File: src/rtl/avalon_gpio_ctrl.sv
// avalon_gpio_ctrl: Avalon-MM GPIO peripheral.
// WIDTH outputs with atomic set/clear. WIDTH synchronised, tick-debounced inputs.
// Per-bit rise/fall edge capture and a maskable level interrupt.

// Per-bit input path: 2-flop synchroniser, then a 3-sample debounce on ticks.
module avalon_gpio_lane (
   input  logic clk,
   input  logic rst,
   input  logic pin,
   input  logic tick,
   output logic deb,
   output logic rise,
   output logic fall
);
   logic meta, sync, s1, s2, agree;

   // Three consecutive tick samples (sync, s1, s2) must agree before deb follows.
   assign agree = (sync == s1) && (s1 == s2);
   // Edge pulses coincide with the edge at which deb changes.
   assign rise  = tick & agree & sync & ~deb;
   assign fall  = tick & agree & ~sync & deb;

   // Synchroniser every cycle; the debounce shift and update happen on tick only.
   always_ff @(posedge clk or posedge rst) begin
      if (rst) begin
         meta <= 1'b0;
         sync <= 1'b0;
         s1   <= 1'b0;
         s2   <= 1'b0;
         deb  <= 1'b0;
      end else begin
         meta <= pin;
         sync <= meta;
         if (tick) begin
            s1 <= sync;
            s2 <= s1;
            if (agree) deb <= sync;
         end
      end
   end
endmodule

module avalon_gpio_ctrl #(
   parameter int               WIDTH           = 32,
   parameter int               DEBOUNCE_CYCLES = 50000,
   parameter logic [WIDTH-1:0] OUT_RESET       = '0
) (
   input  logic             clk,
   input  logic             rst,
   input  logic [2:0]       avs_address,
   input  logic             avs_read,
   input  logic             avs_write,
   input  logic [31:0]      avs_writedata,
   output logic [31:0]      avs_readdata,
   input  logic [WIDTH-1:0] gpio_in,
   output logic [WIDTH-1:0] gpio_out,
   output logic             irq
);
   typedef enum logic [2:0] {
      A_DATA_IN  = 3'd0,
      A_DATA_OUT = 3'd1,
      A_OUT_SET  = 3'd2,
      A_OUT_CLR  = 3'd3,
      A_IRQ_MASK = 3'd4,
      A_EDGE_CAP = 3'd5,
      A_RISE_EN  = 3'd6,
      A_FALL_EN  = 3'd7
   } reg_addr_e;

   localparam int             CW = (DEBOUNCE_CYCLES > 1) ? $clog2(DEBOUNCE_CYCLES) : 1;
   localparam logic [CW-1:0]  TC = CW'(DEBOUNCE_CYCLES - 1);

   logic [CW-1:0]    tick_cnt;
   logic             tick;
   logic [WIDTH-1:0] data_out, irq_mask, edge_cap, rise_en, fall_en;
   logic [WIDTH-1:0] deb, rise, fall, cap, w1c, wdata;
   logic [31:0]      rd_mux;

   // Zero-extend a WIDTH-bit register to the 32-bit bus.
   function automatic logic [31:0] ext(input logic [WIDTH-1:0] v);
      logic [31:0] r;
      r = '0;
      r[WIDTH-1:0] = v;
      return r;
   endfunction

   assign tick     = (tick_cnt == TC);
   assign wdata    = avs_writedata[WIDTH-1:0];
   assign gpio_out = data_out;
   assign cap      = (rise & rise_en) | (fall & fall_en);
   assign w1c      = (avs_write && avs_address == A_EDGE_CAP) ? wdata : '0;

   // Free-running tick counter, wraps at terminal count.
   always_ff @(posedge clk or posedge rst) begin
      if (rst)       tick_cnt <= '0;
      else if (tick) tick_cnt <= '0;
      else           tick_cnt <= tick_cnt + 1'b1;
   end

   genvar g;
   generate
      for (g = 0; g < WIDTH; g++) begin : g_lane
         avalon_gpio_lane u_lane (
            .clk  (clk),
            .rst  (rst),
            .pin  (gpio_in[g]),
            .tick (tick),
            .deb  (deb[g]),
            .rise (rise[g]),
            .fall (fall[g])
         );
      end
   endgenerate

   // Control register writes; a capture in the same cycle as a clear keeps the bit set.
   always_ff @(posedge clk or posedge rst) begin
      if (rst) begin
         data_out <= OUT_RESET;
         irq_mask <= '0;
         edge_cap <= '0;
         rise_en  <= '0;
         fall_en  <= '0;
      end else begin
         edge_cap <= (edge_cap & ~w1c) | cap;
         if (avs_write) begin
            case (avs_address)
               A_DATA_OUT: data_out <= wdata;
               A_OUT_SET:  data_out <= data_out | wdata;
               A_OUT_CLR:  data_out <= data_out & ~wdata;
               A_IRQ_MASK: irq_mask <= wdata;
               A_RISE_EN:  rise_en  <= wdata;
               A_FALL_EN:  fall_en  <= wdata;
               default:    ;
            endcase
         end
      end
   end

   // Read mux; write-only registers read as zero.
   always_comb begin
      rd_mux = '0;
      case (avs_address)
         A_DATA_IN:  rd_mux = ext(deb);
         A_DATA_OUT: rd_mux = ext(data_out);
         A_IRQ_MASK: rd_mux = ext(irq_mask);
         A_EDGE_CAP: rd_mux = ext(edge_cap);
         A_RISE_EN:  rd_mux = ext(rise_en);
         A_FALL_EN:  rd_mux = ext(fall_en);
         default:    rd_mux = '0;
      endcase
   end

   // Registered read data and interrupt; read data holds between reads.
   always_ff @(posedge clk or posedge rst) begin
      if (rst) begin
         avs_readdata <= '0;
         irq          <= 1'b0;
      end else begin
         if (avs_read) avs_readdata <= rd_mux;
         irq <= |(edge_cap & irq_mask);
      end
   end
endmodule

File: config.mk
export PLATFORM = sky130hd
export DESIGN_NAME = avalon_gpio_ctrl
export DESIGN_NICKNAME = d
export VERILOG_FILES = /design/src/rtl/avalon_gpio_ctrl.sv
export SDC_FILE = /design/constraint.sdc
export NUM_CORES = 1
export LEC_CHECK = 0
export ABC_CLOCK_PERIOD_IN_PS = 9000
export BUFFER_PORTS_ARGS = -buffer_cell sky130_fd_sc_hd__buf_2
export CORE_UTILIZATION = 50
export CTS_BUF_LIST = sky130_fd_sc_hd__clkbuf_2
export DETAILED_ROUTE_END_ITERATION = 16
export PLACE_DENSITY = 0.73
export SYNTH_ARGS = -nofsm -noshare
export SYNTH_HDL_FRONTEND = slang
export SYNTH_HIERARCHICAL = 1
export SYNTH_SLANG_ARGS = --single-unit
File: constraint.sdc
create_clock -name clk -period 9 [get_ports clk]
set_input_delay 1.35 -clock clk [delete_from_list [all_inputs] [get_ports clk]]
set_output_delay 1.35 -clock clk [all_outputs]
set_load 0.02 [all_outputs]
# After elaboration in Yosys (flattened, before gate mapping)
# Cells that the tools add are included.
# word_totals
regBits	369
in_bits	71
out_inout_bits	65
word_cells	551
# op_classes
add_sub_neg	1
n_eq_ne	72
n_mux	4
n_bitwise	234
reduce_logical	72
# op_table
op	count
32-bit one-hot mux with 6 select lines	1
1-bit bitwise AND	160
32-bit bitwise AND	5
32-bit OR	3
32-bit one-hot mux with 3 select lines	1
2-bit AND reduction	36
1-bit equality test	64
1-bit inverter	64
32-bit inverter	2
1-bit logical AND	33
32-bit two-way mux	1
32-bit OR reduction	1
16-bit by 1-bit adder with 16-bit output, second input constant	1
16-bit equality test, second input constant	1
16-bit two-way mux	1
3-bit equality test, second input constant	4
3-bit by 2-bit equality test with 1-bit output, second input constant	2
3-bit by 1-bit equality test with 1-bit output, second input constant	1
3-bit zero test	1
3-bit nonzero test	1

# Logic depth before layout (Yosys ltp)
# Gate-level depths: netlist (run 1).
# depth
ltp_word	8
ltp_mapped	8
ltp_nobuf	6

# Cells and area by module
# The synthesis (run 1) kept the hierarchy.
# modules_own_cells
mod	n_inst	cells_each	area_each_um2	seq_area_each_um2
avalon_gpio_ctrl	1	850	10137.2	5230.0
avalon_gpio_lane	32	15	201.4	125.1

# Least setup slack after synthesis (run 1)
# Ideal clock, no wire load.
# synth_timing
path_type	reg-to-reg
startpoint	register tick_cnt[10]
endpoint	register edge_cap[0]
setup_ns	0.066
t_arrival_ns	5.240
required_ns	8.934
setup_slack_ns	3.694
stages_incl_launch_ff	6
n_path_buf	0
period_less_slack_ns	5.306
path_cell_list	dfrtp_1 > or4b_4 > nor4_4 > nor3b_2 > nor3b_2 > a221o_1
# synth_between
elab_chain_len	7
word_cells_on_any_way	10
cone_classes	eq/ne: 1; bitwise: 9
# synth_lines
item	line	rtl
start, declared	73	logic [CW-1:0] tick_cnt;
start signal, assigned	97	else tick_cnt <= tick_cnt + 1'b1;
16-bit equality test	87	assign tick = (tick_cnt == TC);
named net tick	74	logic tick;
1-bit bitwise AND (3 in a row)	21	assign fall = tick & agree & ~sync & deb;
named net fall[0]	76	logic [WIDTH-1:0] deb, rise, fall, cap, w1c, wdata;
32-bit bitwise AND	90	assign cap = (rise & rise_en) | (fall & fall_en);
32-bit OR	90	
32-bit OR	124	edge_cap <= (edge_cap & ~w1c) | cap;
end signal, assigned	124	
end, declared	75	logic [WIDTH-1:0] data_out, irq_mask, edge_cap, rise_en, fall_en;
# The timed path passes the listed nets, and every way through them passes these cells.
# A chain may end at the register's enable or synchronous reset.

# Final worst setup path (run 1)
# layout_timing
startpoint	input avs_address[0]
endpoint	register data_out[16] (netlist: gpio_out[16])
# layout_between
elab_chain_len	3
word_cells_on_any_way	6
cone_classes	eq/ne: 3; mux: 1; reduce/logical: 2
# layout_lines
item	line	rtl
start, declared	50	input logic [2:0] avs_address,
3-bit by 1-bit equality test with 1-bit output / 3-bit by 2-bit equality test with 1-bit output (equally long branches)	126	case (avs_address)
3-bit nonzero test (no line)	-	
2-bit AND reduction (no line)	-	
end signal, assigned	127	A_DATA_OUT: data_out <= wdata;
end signal, assigned	128	A_OUT_SET: data_out <= data_out | wdata;
end signal, assigned	129	A_OUT_CLR: data_out <= data_out & ~wdata;
end, declared	75	
# Several ways; a longest one is shown, not always the timed one.

==> results.py, run 1 <==
metrics = {
    "outcome": {
        "status": "finished clean",
    },
    "critical_path": {
        "crit_path_max_incr_delay_ns": 0.74,
        "r2r_cells": 6,
        "crit_slowest_cell": "nand3_1",
        "critical_path_arrival_ns": 4.17,
        "r2r_setup_slack_ns": 6.15,
        "critPathMaxFanout": 40,
        "cp-end-kind": "flip-flop",
        "crit_chain": "buf_2 -> buf_4 -> nor2b_1 -> nand3_1 -> buf_4 -> nand2_1 -> mux2i_1",
        "start_kind": "input pin",
        "critPathRequiredTime_ns": 9.79,
        "crit_type": "input pin to flip-flop",
        "path_common_cell": "buf_4",
    },
    "yosys": {
        "synth.distinct_cells": 49,
        "synth_top_area_share_pct": 55.7,
        "async_flop_share_pct": 100,
        "synth_flop_cell": "dfrtp_1",
        "ys_ff_latch": 369,
        "synthesis.area_sq_um": 16600,
        "synth_edf_count": 0,
        "yosysSeqAreaShare_pct": 55.7,
        "synthTopCellsByArea": "dfrtp_1 (56%), mux2_2 (12%), nor3b_2 (4.8%), mux2i_1 (2.7%), nand2_1 (2.6%)",
        "syn_area_per_cell_sq_um": 12.5,
        "synthCells": 1330,
        "synth_warnings": 6,
        "syn_nets": 1402,
        "synth_top_cell_by_area": "dfrtp_1",
    },
    "cts": {
        "clkTransAtPathRegs_ns": 0.10,
        "numCtsBuffers": 94,
        "ctsRootBufferMaster": "clkbuf_2",
        "cts.sink_count": 369,
        "clk_latency_ns": 0.98,
        "cts_tree": "built",
        "cts_max_level": 3,
        "cts_resized": 0,
        "cts_setup_buffers": 0,
        "clockBufferDepth": 3,
        "hold_buffers": 0,
    },
    "timing": {
        "max_freq_mhz": 296,
        "setup_viol": 0,
        "hold_violations": 0,
        "tightestPinTransition_ns": 1.14,
        "fin_setup_tns_ns": 0,
        "maxSlewHeadroom_pct": 24.1,
        "finalClockSkew_ns": 0.0504,
        "rsz0062_at_grt": "false",
        "timing.final.crit_share_pct": 37.6,
        "fin_ws_ns": 5.62,
        "drv_slew": 0,
        "period_minus_slack_ns": 3.38,
    },
    "floorplan": {
        "row_count": 66,
        "io_pins": 136,
        "initial_utilization_pct": 50.8,
        "dieArea_sq_um": 33900,
        "die_x_microns": 184,
        "die_h_microns": 184,
        "core_area_sq_um": 32600,
    },
    "global_route": {
        "grt_pass1_wl_microns": 66000,
        "track_usage_pct": 25.3,
        "grt_pass1_vias": 12300,
        "grt_max_degree": 149,
        "grt-ovfl-total": 0,
        "grt_antenna_before_repair": 4,
    },
    "layout": {
        "n_fill_cell": 2771,
        "area_growth_pct": 11.9,
        "drive_above_1_share_pct": 35.8,
        "final_cell_mix": "dfrtp_1 (369), mux2_2 (180), clkbuf_2 (138)",
        "layout_commonest_cell": "dfrtp_1",
        "finalNetCount": 1595,
    },
    "min_path": {
        "hold_path.class": "flip-flop to flip-flop",
        "hold_depth": 0,
    },
    "placed_design": {
        "portBuffers": 135,
        "pre_cts_ws_ns": 4.62,
        "place_hpwl_microns": 26700,
        "place.gp.congestion": 0.823,
    },
    "drt": {
        "wl_microns": 41200,
        "drtIter0Drc": 805,
        "drc": 0,
        "ant_nets": 0,
        "first_pass_iters": 5,
        "vias_per_cell": 5.85,
        "via_count": 11900,
        "wire_per_inst_microns": 20.3,
    },
    "power": {
        "leakagePower_nw": 8.73,
        "p_per_area_nw_per_um2": 191,
        "ir_drop_mv": 0.105,
    },
    "job": {
        "drv_cap": 0,
    },
}
## worst max-delay path: cells and delay by family
family | cells | cell delay, ns
buffers and inverters | 3 | 1.59
and+or+nand+nor | 3 | 1.14
muxes | 1 | 0.06
## cells by family (layout without fill, tap and decap cells)
group	count (synthesis)	count (layout)	share of synthesized area [%]
AO/OA/AOI/OAI	233	233	11.1
multiplexers	243	243	16.7
buffers and inverters	131	390	3.19
adder cells (fa/ha/maj)	1	1	0.0754
flip-flops	369	369	55.7
other	0	3	0
AND/OR/NAND/NOR	341	341	12.6
XOR/XNOR	12	12	0.634
## stage by stage
stage	hold slack [ns]	total power, mW	cells	util [%]	instance area [sq um]
final	0.333	3.54	2034	56.9	18600
after global routing	0.353	3.72	2034	56.9	18600
after CTS	0.344	3.58	2031	56.9	18600
after detailed placement	0.335	2.46	1869	54.4	17700
after global placement	0.332	2.44	1869	54.4	17700
after floorplan	0.331	2.27	1330	-	16600
## metal layers
metal,vias up,share of wire [%],track usage [%]
li1,5326,-,-
met1,6026,43,33.4
met2,425,48,40.5
met3,110,6.6,5.35
met4,4,2.5,10.5
met5,-,0.063,0
## synth_stat cells (all sizes together) (3+ instances only)
cell       n
a221oi    15
a22o       8
o2bb2ai    7
o221ai    10
nor2      69
o21ai     10
nand4     41
a21oi     18
xor2       5
dfrtp    369
mux2     191
and2       3
o211ai    40
xnor2      7
o21a       4
mux2i     44
nor2b      6
a22oi     35
nand3     18
a21boi    32
o31ai      3
nor3b     68
or2        4
clkbuf    25
mux4       8
and3       4
a211oi     3
a221o     37
buf       32
inv       74
nand2    113
nor3       7
o221a      3
## layout make-up
class	instances	area [sq um]	share of cell area (%)
inverters	74	285	1.54
clock buffers	138	691	3.72
repair buffers	154	818	4.41
multi-input cells	830	6850	36.9
diodes	3	7.51	0.0405
clock inverters	24	121	0.654
well taps	442	553	2.98
flip-flops and latches	369	9230	49.8
## power breakdown
| group | switching, mW | leakage [nW] | internal [mW] |
|---|---|---|---|
| clock network | 0.675 | 0.638 | 0.434 |
| registers | 0.142 | 4.70 | 1.82 |
| logic | 0.263 | 3.40 | 0.210 |
## path summary, 6_finish.rpt
check,startpoint,to
max,avs_address[0],gpio_out[16]$_DFFE_PP0P_
min,g_lane[13].u_lane/meta$_DFF_PP0_,g_lane[13].u_lane/sync$_DFF_PP0_
max reg2reg,tick_cnt[10]$_DFF_PP0_,edge_cap[14]$_DFF_PP0_
min reg2reg,g_lane[13].u_lane/meta$_DFF_PP0_,g_lane[13].u_lane/sync$_DFF_PP0_
max in group asynchronous,rst,gpio_out[10]$_DFFE_PP0P_
min in group asynchronous,rst,g_lane[21].u_lane/s2$_DFFE_PP0P_
No activity file was read; power rests on OpenSTA's default activity.
==> run 2: changes to the inputs <==
--- a/config.mk
+++ b/config.mk
@@ -5,7 +5,7 @@
 export SDC_FILE = /design/constraint.sdc
 export NUM_CORES = 1
 export LEC_CHECK = 0
-export ABC_CLOCK_PERIOD_IN_PS = 9000
+export ABC_CLOCK_PERIOD_IN_PS = 3400
 export BUFFER_PORTS_ARGS = -buffer_cell sky130_fd_sc_hd__buf_2
 export CORE_UTILIZATION = 50
 export CTS_BUF_LIST = sky130_fd_sc_hd__clkbuf_2
==> constraint.sdc (replaced) <==
create_clock -name clk -period 3.4 [get_ports clk]
set_input_delay 0.51 -clock clk [delete_from_list [all_inputs] [get_ports clk]]
set_output_delay 0.51 -clock clk [all_outputs]
set_load 0.02 [all_outputs]
==> run 2 against run 1 <==
Effect of this change:
- critical path depth fell by 1
- utilization is 2.5 points higher
- hold slack lost 0.13 ns
- design area up 4.4%
- die area stayed put
- clock power increased to 2.6 times the previous value
- sequential power increased to 2.6 times the previous value
- via count up 2.8%
- global-route usage up 0.46 points
- wire length rose by 3.4%
- clock skew is 0.018 ns higher
- final cell count grew 3.6%
- largest power group unchanged
- highest routed layer is now met4
==> results.py, run 2 (synthesis results as in run 1) <==
metrics = {
    "outcome": {
        "status": "finished clean",
    },
    "layout": {
        "multi_input_area_sq_um": 6850,
        "n_fill_cell": 2699,
        "layout_commonest_cell": "dfrtp_1",
        "area_growth_pct": 16.8,
        "regArea_sq_um": 9230,
        "finalNetCount": 1675,
        "stdcell_area_sq_um": 19400,
        "drive_above_1_share_pct": 34.8,
        "post-route-util_pct": 59.4,
        "final_cell_mix": "dfrtp_1 (369), mux2_2 (180), buf_2 (135)",
    },
    "global_route": {
        "grt_pass1_vias": 12400,
        "grt-ovfl-total": 0,
        "grt_max_degree": 112,
        "grt_pass1_wl_microns": 66500,
        "track_usage_pct": 25.7,
        "grt_antenna_before_repair": 4,
    },
    "drt": {
        "wire_per_inst_microns": 20.2,
        "vias_per_cell": 5.80,
        "wl_microns": 42600,
        "ant_nets": 0,
        "via_count": 12200,
        "first_pass_iters": 5,
        "drtIter0Drc": 811,
        "drc": 0,
    },
    "timing": {
        "period_minus_slack_ns": 2.45,
        "drv_slew": 0,
        "fin_ws_ns": 0.949,
        "tightestPinTransition_ns": 0.760,
        "timing.final.crit_share_pct": 72.1,
        "finalClockSkew_ns": 0.0684,
        "setup_viol": 0,
        "max_freq_mhz": 408,
        "hold_violations": 0,
        "rsz0062_at_grt": "false",
        "holdWs_ns": 0.203,
        "maxSlewHeadroom_pct": 49.2,
        "fin_setup_tns_ns": 0,
    },
    "critical_path": {
        "critPathMaxFanout": 70,
        "crit_chain": "or4b_4 -> nor4_4 -> buf_12 -> nor3b_2 -> nor3b_2 -> a221o_1",
        "start_kind": "flip-flop",
        "worst-path-buf-inv": 1,
        "path_common_cell": "nor3b_2",
        "cp-end-kind": "flip-flop",
        "critPathRequiredTime_ns": 4.24,
        "cp_top_family": "simple AND/OR/NAND/NOR gates",
        "crit_type": "flip-flop to flip-flop",
        "crit_slowest_cell": "or4b_4",
        "crit_path_max_incr_delay_ns": 0.54,
        "critical_path_arrival_ns": 3.29,
    },
    "cts": {
        "clockBufferDepth": 3,
        "ctsRootBufferMaster": "clkbuf_2",
        "cts_resized": 0,
        "cts_tree": "built",
        "cts_max_level": 3,
        "cts_setup_buffers": 0,
        "cts.sink_count": 369,
        "hold_buffers": 66,
        "clk_latency_ns": 0.93,
        "clkTransAtPathRegs_ns": 0.10,
        "numCtsBuffers": 93,
    },
    "power": {
        "p_per_area_nw_per_um2": 485,
        "power_frac_comb_pct": 14.2,
        "switching_share_pct": 30.5,
        "pwr-share-seq_pct": 55.2,
        "clockPowerShare_pct": 30.6,
        "p_int_mw": 6.53,
        "p_switching_mw": 2.86,
        "leakagePower_nw": 9.06,
        "ir_drop_mv": 0.248,
    },
    "floorplan": {
        "row_count": 66,
        "core_area_sq_um": 32600,
        "die_x_microns": 184,
        "initial_utilization_pct": 50.8,
        "die_h_microns": 184,
        "dieArea_sq_um": 33900,
        "io_pins": 136,
    },
    "placed_design": {
        "portBuffers": 135,
        "pre_cts_ws_ns": 0.901,
        "place_area_sq_um": 17900,
        "place.gp.congestion": 0.859,
        "place_hpwl_microns": 28100,
    },
    "min_path": {
        "hold_path.class": "input pin to flip-flop",
    },
    "job": {
        "drv_cap": 0,
    },
}
==> run 2: changes by cell type in the layout (fill, tap and decap cells not counted), sizes merged <==
cell         previous run  this run
clkbuf                138       130
inv                    76        75
dlygate4sd3             0        66
clkinv                 21        20
clkinvlp                0         3
buf                   154       169
==> run 2: layout make-up <==
type,instances,share of cell area [%]
antenna,3,0.0388
multi-input combinational,830,35.4
tap,442,2.86
inverter,74,1.45
timing repair buffer,235,8.54
clock buffer,130,3.36
sequential,369,47.7
clock inverter,25,0.704
==> run 2: per-stage QoR <==
step	total power [mW]	std cells
final	9.39	2108
after global routing	9.87	2107
after CTS	9.47	2105
after detailed placement	6.54	1884
after global placement	6.50	1884
after floorplan	6.00	1330
==> run 2: worst register-to-register path: cells and delay by family, from the launching register on <==
family / cells / cell delay [ns]
compound gates: 1 / 0.16
simple gates: 4 / 1.43
buf+inv: 1 / 0.35
flops: 1 / 0.45
==> run 2: worst paths after layout <==
kind | startpoint | endpoint | slack, ns | cells past startpoint
min in group asynchronous | rst | g_lane[28].u_lane/meta$_DFF_PP0_ | 0.39 | 4
worst min-delay path | avs_address[0] | avs_readdata[30]$_DFFE_PP0P_ | 0.20 | 3
worst max-delay path | tick_cnt[7]$_DFF_PP0_ | edge_cap[31]$_DFF_PP0_ | 0.95 | 6
worst min register to register | g_lane[6].u_lane/meta$_DFF_PP0_ | g_lane[6].u_lane/sync$_DFF_PP0_ | 0.33 | 0
max in group asynchronous | rst | tick_cnt[3]$_DFF_PP0_ | 2.12 | 5
worst max register to register | tick_cnt[7]$_DFF_PP0_ | edge_cap[31]$_DFF_PP0_ | 0.95 | 6
==> run 2: layer usage <==
layer / part of all wire [%] / track usage [%] / vias to the layer above / wire length [microns]
met5: 0 / 0 / - / 0
met4: 3.1 / 12.4 / 0 / 1310
met3: 6.2 / 5.26 / 102 / 2660
met2: 47 / 40.7 / 451 / 20200
met1: 43 / 34.0 / 6182 / 18400
li1: - / - / 5493 / -
==> run 2: power groups by stage <==
stage                     clock network [mW]  registers (mW)  logic [mW]
after CTS                               2.95            5.18        1.34
after floorplan                            0            5.29       0.713
after global routing                    3.19            5.23        1.45
final                                   2.87            5.19        1.34
after detailed placement                   0            5.26        1.28
after global placement                     0            5.25        1.25
==> run 3: changes to the inputs <==
--- a/config.mk
+++ b/config.mk
@@ -5,12 +5,12 @@
 export SDC_FILE = /design/constraint.sdc
 export NUM_CORES = 1
 export LEC_CHECK = 0
-export ABC_CLOCK_PERIOD_IN_PS = 3400
+export ABC_CLOCK_PERIOD_IN_PS = 2000
 export BUFFER_PORTS_ARGS = -buffer_cell sky130_fd_sc_hd__buf_2
 export CORE_UTILIZATION = 50
 export CTS_BUF_LIST = sky130_fd_sc_hd__clkbuf_2
 export DETAILED_ROUTE_END_ITERATION = 16
-export PLACE_DENSITY = 0.73
+export PLACE_DENSITY = 0.75
 export SYNTH_ARGS = -nofsm -noshare
 export SYNTH_HDL_FRONTEND = slang
 export SYNTH_HIERARCHICAL = 1
==> constraint.sdc (replaced) <==
create_clock -name clk -period 2 [get_ports clk]
set_input_delay 0.3 -clock clk [delete_from_list [all_inputs] [get_ports clk]]
set_output_delay 0.3 -clock clk [all_outputs]
set_load 0.02 [all_outputs]
==> run 3 against run 2 <==
Effect of this change:
- the run now ends with negative setup slack left
- hold slack worse by 0.044 ns
- global-route usage increased by 2.1 points
- utilization up 5.0 points
- register-to-register slack got worse by 1.3 ns
- largest power group unchanged
- clock-buffer cell count shrank 4
- non-clock buffer count grew 126
- sequential cell count did not move
==> results.py, run 3 (synthesis results as in run 1) <==
metrics = {
    "power": {
        "power_mw": 16.3,
        "ir_drop_mv": 0.458,
        "p_per_area_nw_per_um2": 777,
        "leakagePower_nw": 9.76,
    },
    "floorplan": {
        "dieArea_sq_um": 33900,
        "die_x_microns": 184,
        "initial_utilization_pct": 50.8,
        "die_h_microns": 184,
        "io_pins": 136,
        "row_count": 66,
        "core_area_sq_um": 32600,
    },
    "critical_path": {
        "critPathRequiredTime_ns": 2.84,
        "r2r_setup_slack_ns": -0.32,
        "cp-end-kind": "flip-flop",
        "crit_type": "flip-flop to flip-flop",
        "critPathMaxFanout": 5,
        "start_kind": "flip-flop",
        "critical_path_arrival_ns": 3.16,
    },
    "timing": {
        "finalClockSkew_ns": 0.100,
        "fin_ws_ns": -0.322,
        "maxSlewHeadroom_pct": 11.0,
        "tightestPinTransition_ns": 1.33,
        "hold_violations": 0,
        "setup_viol": 129,
        "drv_slew": 0,
        "period_minus_slack_ns": 2.32,
        "rsz0062_at_grt": "true",
        "timing.final.crit_share_pct": 116,
        "max_freq_mhz": 431,
        "holdWs_ns": 0.159,
    },
    "layout": {
        "drive_above_1_share_pct": 36.9,
        "stdcell_count": 2233,
        "post-route-util_pct": 64.4,
        "finalNetCount": 1801,
        "area_growth_pct": 26.6,
        "final_cell_mix": "dfrtp_1 (368), mux2_2 (146), buf_2 (134)",
        "layout_commonest_cell": "dfrtp_1",
    },
    "drt": {
        "via_count": 13000,
        "first_pass_iters": 5,
        "drc": 0,
        "drtIter0Drc": 920,
        "wire_per_inst_microns": 21.0,
        "wl_microns": 46800,
        "vias_per_cell": 5.81,
        "ant_nets": 0,
    },
    "placed_design": {
        "portBuffers": 135,
        "place_hpwl_microns": 29600,
        "pre_cts_ws_ns": -0.293,
        "place.gp.congestion": 0.888,
        "post-place-cells": 1952,
    },
    "outcome": {
        "violations": "negative setup slack",
        "status": "complete, but fails checks",
    },
    "cts": {
        "clockBufferDepth": 3,
        "numCtsBuffers": 93,
        "clkTransAtPathRegs_ns": 0.11,
        "cts.sink_count": 369,
        "cts_tree": "built",
        "cts_max_level": 3,
        "clk_latency_ns": 0.99,
        "ctsRootBufferMaster": "clkbuf_2",
    },
    "min_path": {
        "hold_path.class": "input pin to flip-flop",
    },
    "global_route": {
        "grt_antenna_before_repair": 2,
        "grt_pass1_wl_microns": 71700,
        "grt_pass1_vias": 13300,
        "grt-ovfl-total": 0,
        "track_usage_pct": 27.8,
        "grt_max_degree": 74,
    },
    "job": {
        "drv_cap": 0,
    },
}
run 3: cell count changes in the layout (fill, tap and decap cells not counted), sizes merged:
cell         delta
clkinv          +5
inv             -1
bufinv          +2
dlygate4sd3    +38
buf            +84
clkinvlp        -2
diode           -1
run 3: per-stage QoR:
| step | instance area [sq um] | setup TNS (ns) |
|---|---|---|
| after detailed placement | 18500 | -15.73 |
| after CTS | 20700 | -25.75 |
| after global routing | 21000 | -33.82 |
| after floorplan | 16600 | -622.75 |
| final | 21000 | -24.11 |
| after global placement | 18500 | -11.44 |
run 3: what timing repair did:
action,4_1_cts,5_1_grt
setup endpoints to repair,128,135
buffers inserted,10,6
pin swaps,14,23
hold buffers,103,1
gates cloned,4,4
hold endpoints to repair,592,1
resized for setup,46,46
run 3: final timing paths:
check | cells after the start | startpoint | to
min in group asynchronous | 4 | rst | g_lane[11].u_lane/deb$_DFFE_PP0N_
max in group asynchronous | 5 | rst | edge_cap[6]$_DFF_PP0_
max | 8 | tick_cnt[7]$_DFF_PP0_ | edge_cap[26]$_DFF_PP0_
min reg2reg | 0 | g_lane[17].u_lane/meta$_DFF_PP0_ | g_lane[17].u_lane/sync$_DFF_PP0_
min | 3 | avs_writedata[7] | irq_mask[7]$_DFFE_PP0P_
max reg2reg | 8 | tick_cnt[7]$_DFF_PP0_ | edge_cap[26]$_DFF_PP0_
run 3: critical path: stages (launching register included):
cell     delay [ns]
dfrtp_1        0.39
or4b_4         0.55
nor4_4         0.22
buf_4          0.19
buf_8          0.15
buf_12         0.13
nor3b_4        0.19
nor3b_2        0.21
a221o_1        0.16
run 3: metal layers:
layer	track usage, %	part of all wire (%)	vias to the layer above
met1	36.6	42	6626
met2	44.6	49	515
met4	12.9	2.8	0
met3	5.43	6.6	90
li1	-	-	5739
met5	0	0	-
run 3: layout make-up:
class / instances / area, sq um
fillers: 2441 / 11600
flip-flops and latches: 369 / 9240
multi-input cells: 830 / 7130
repair buffers: 361 / 2980
clock buffers: 126 / 631
well taps: 442 / 553
inverters: 74 / 282
clock inverters: 29 / 190
diodes: 2 / 5.00
run 3: report_power, final:
part	internal, mW	switching [mW]
logic	1.14	1.28
clock network	2.07	3.01
registers	8.17	0.634
total	11.4	4.93
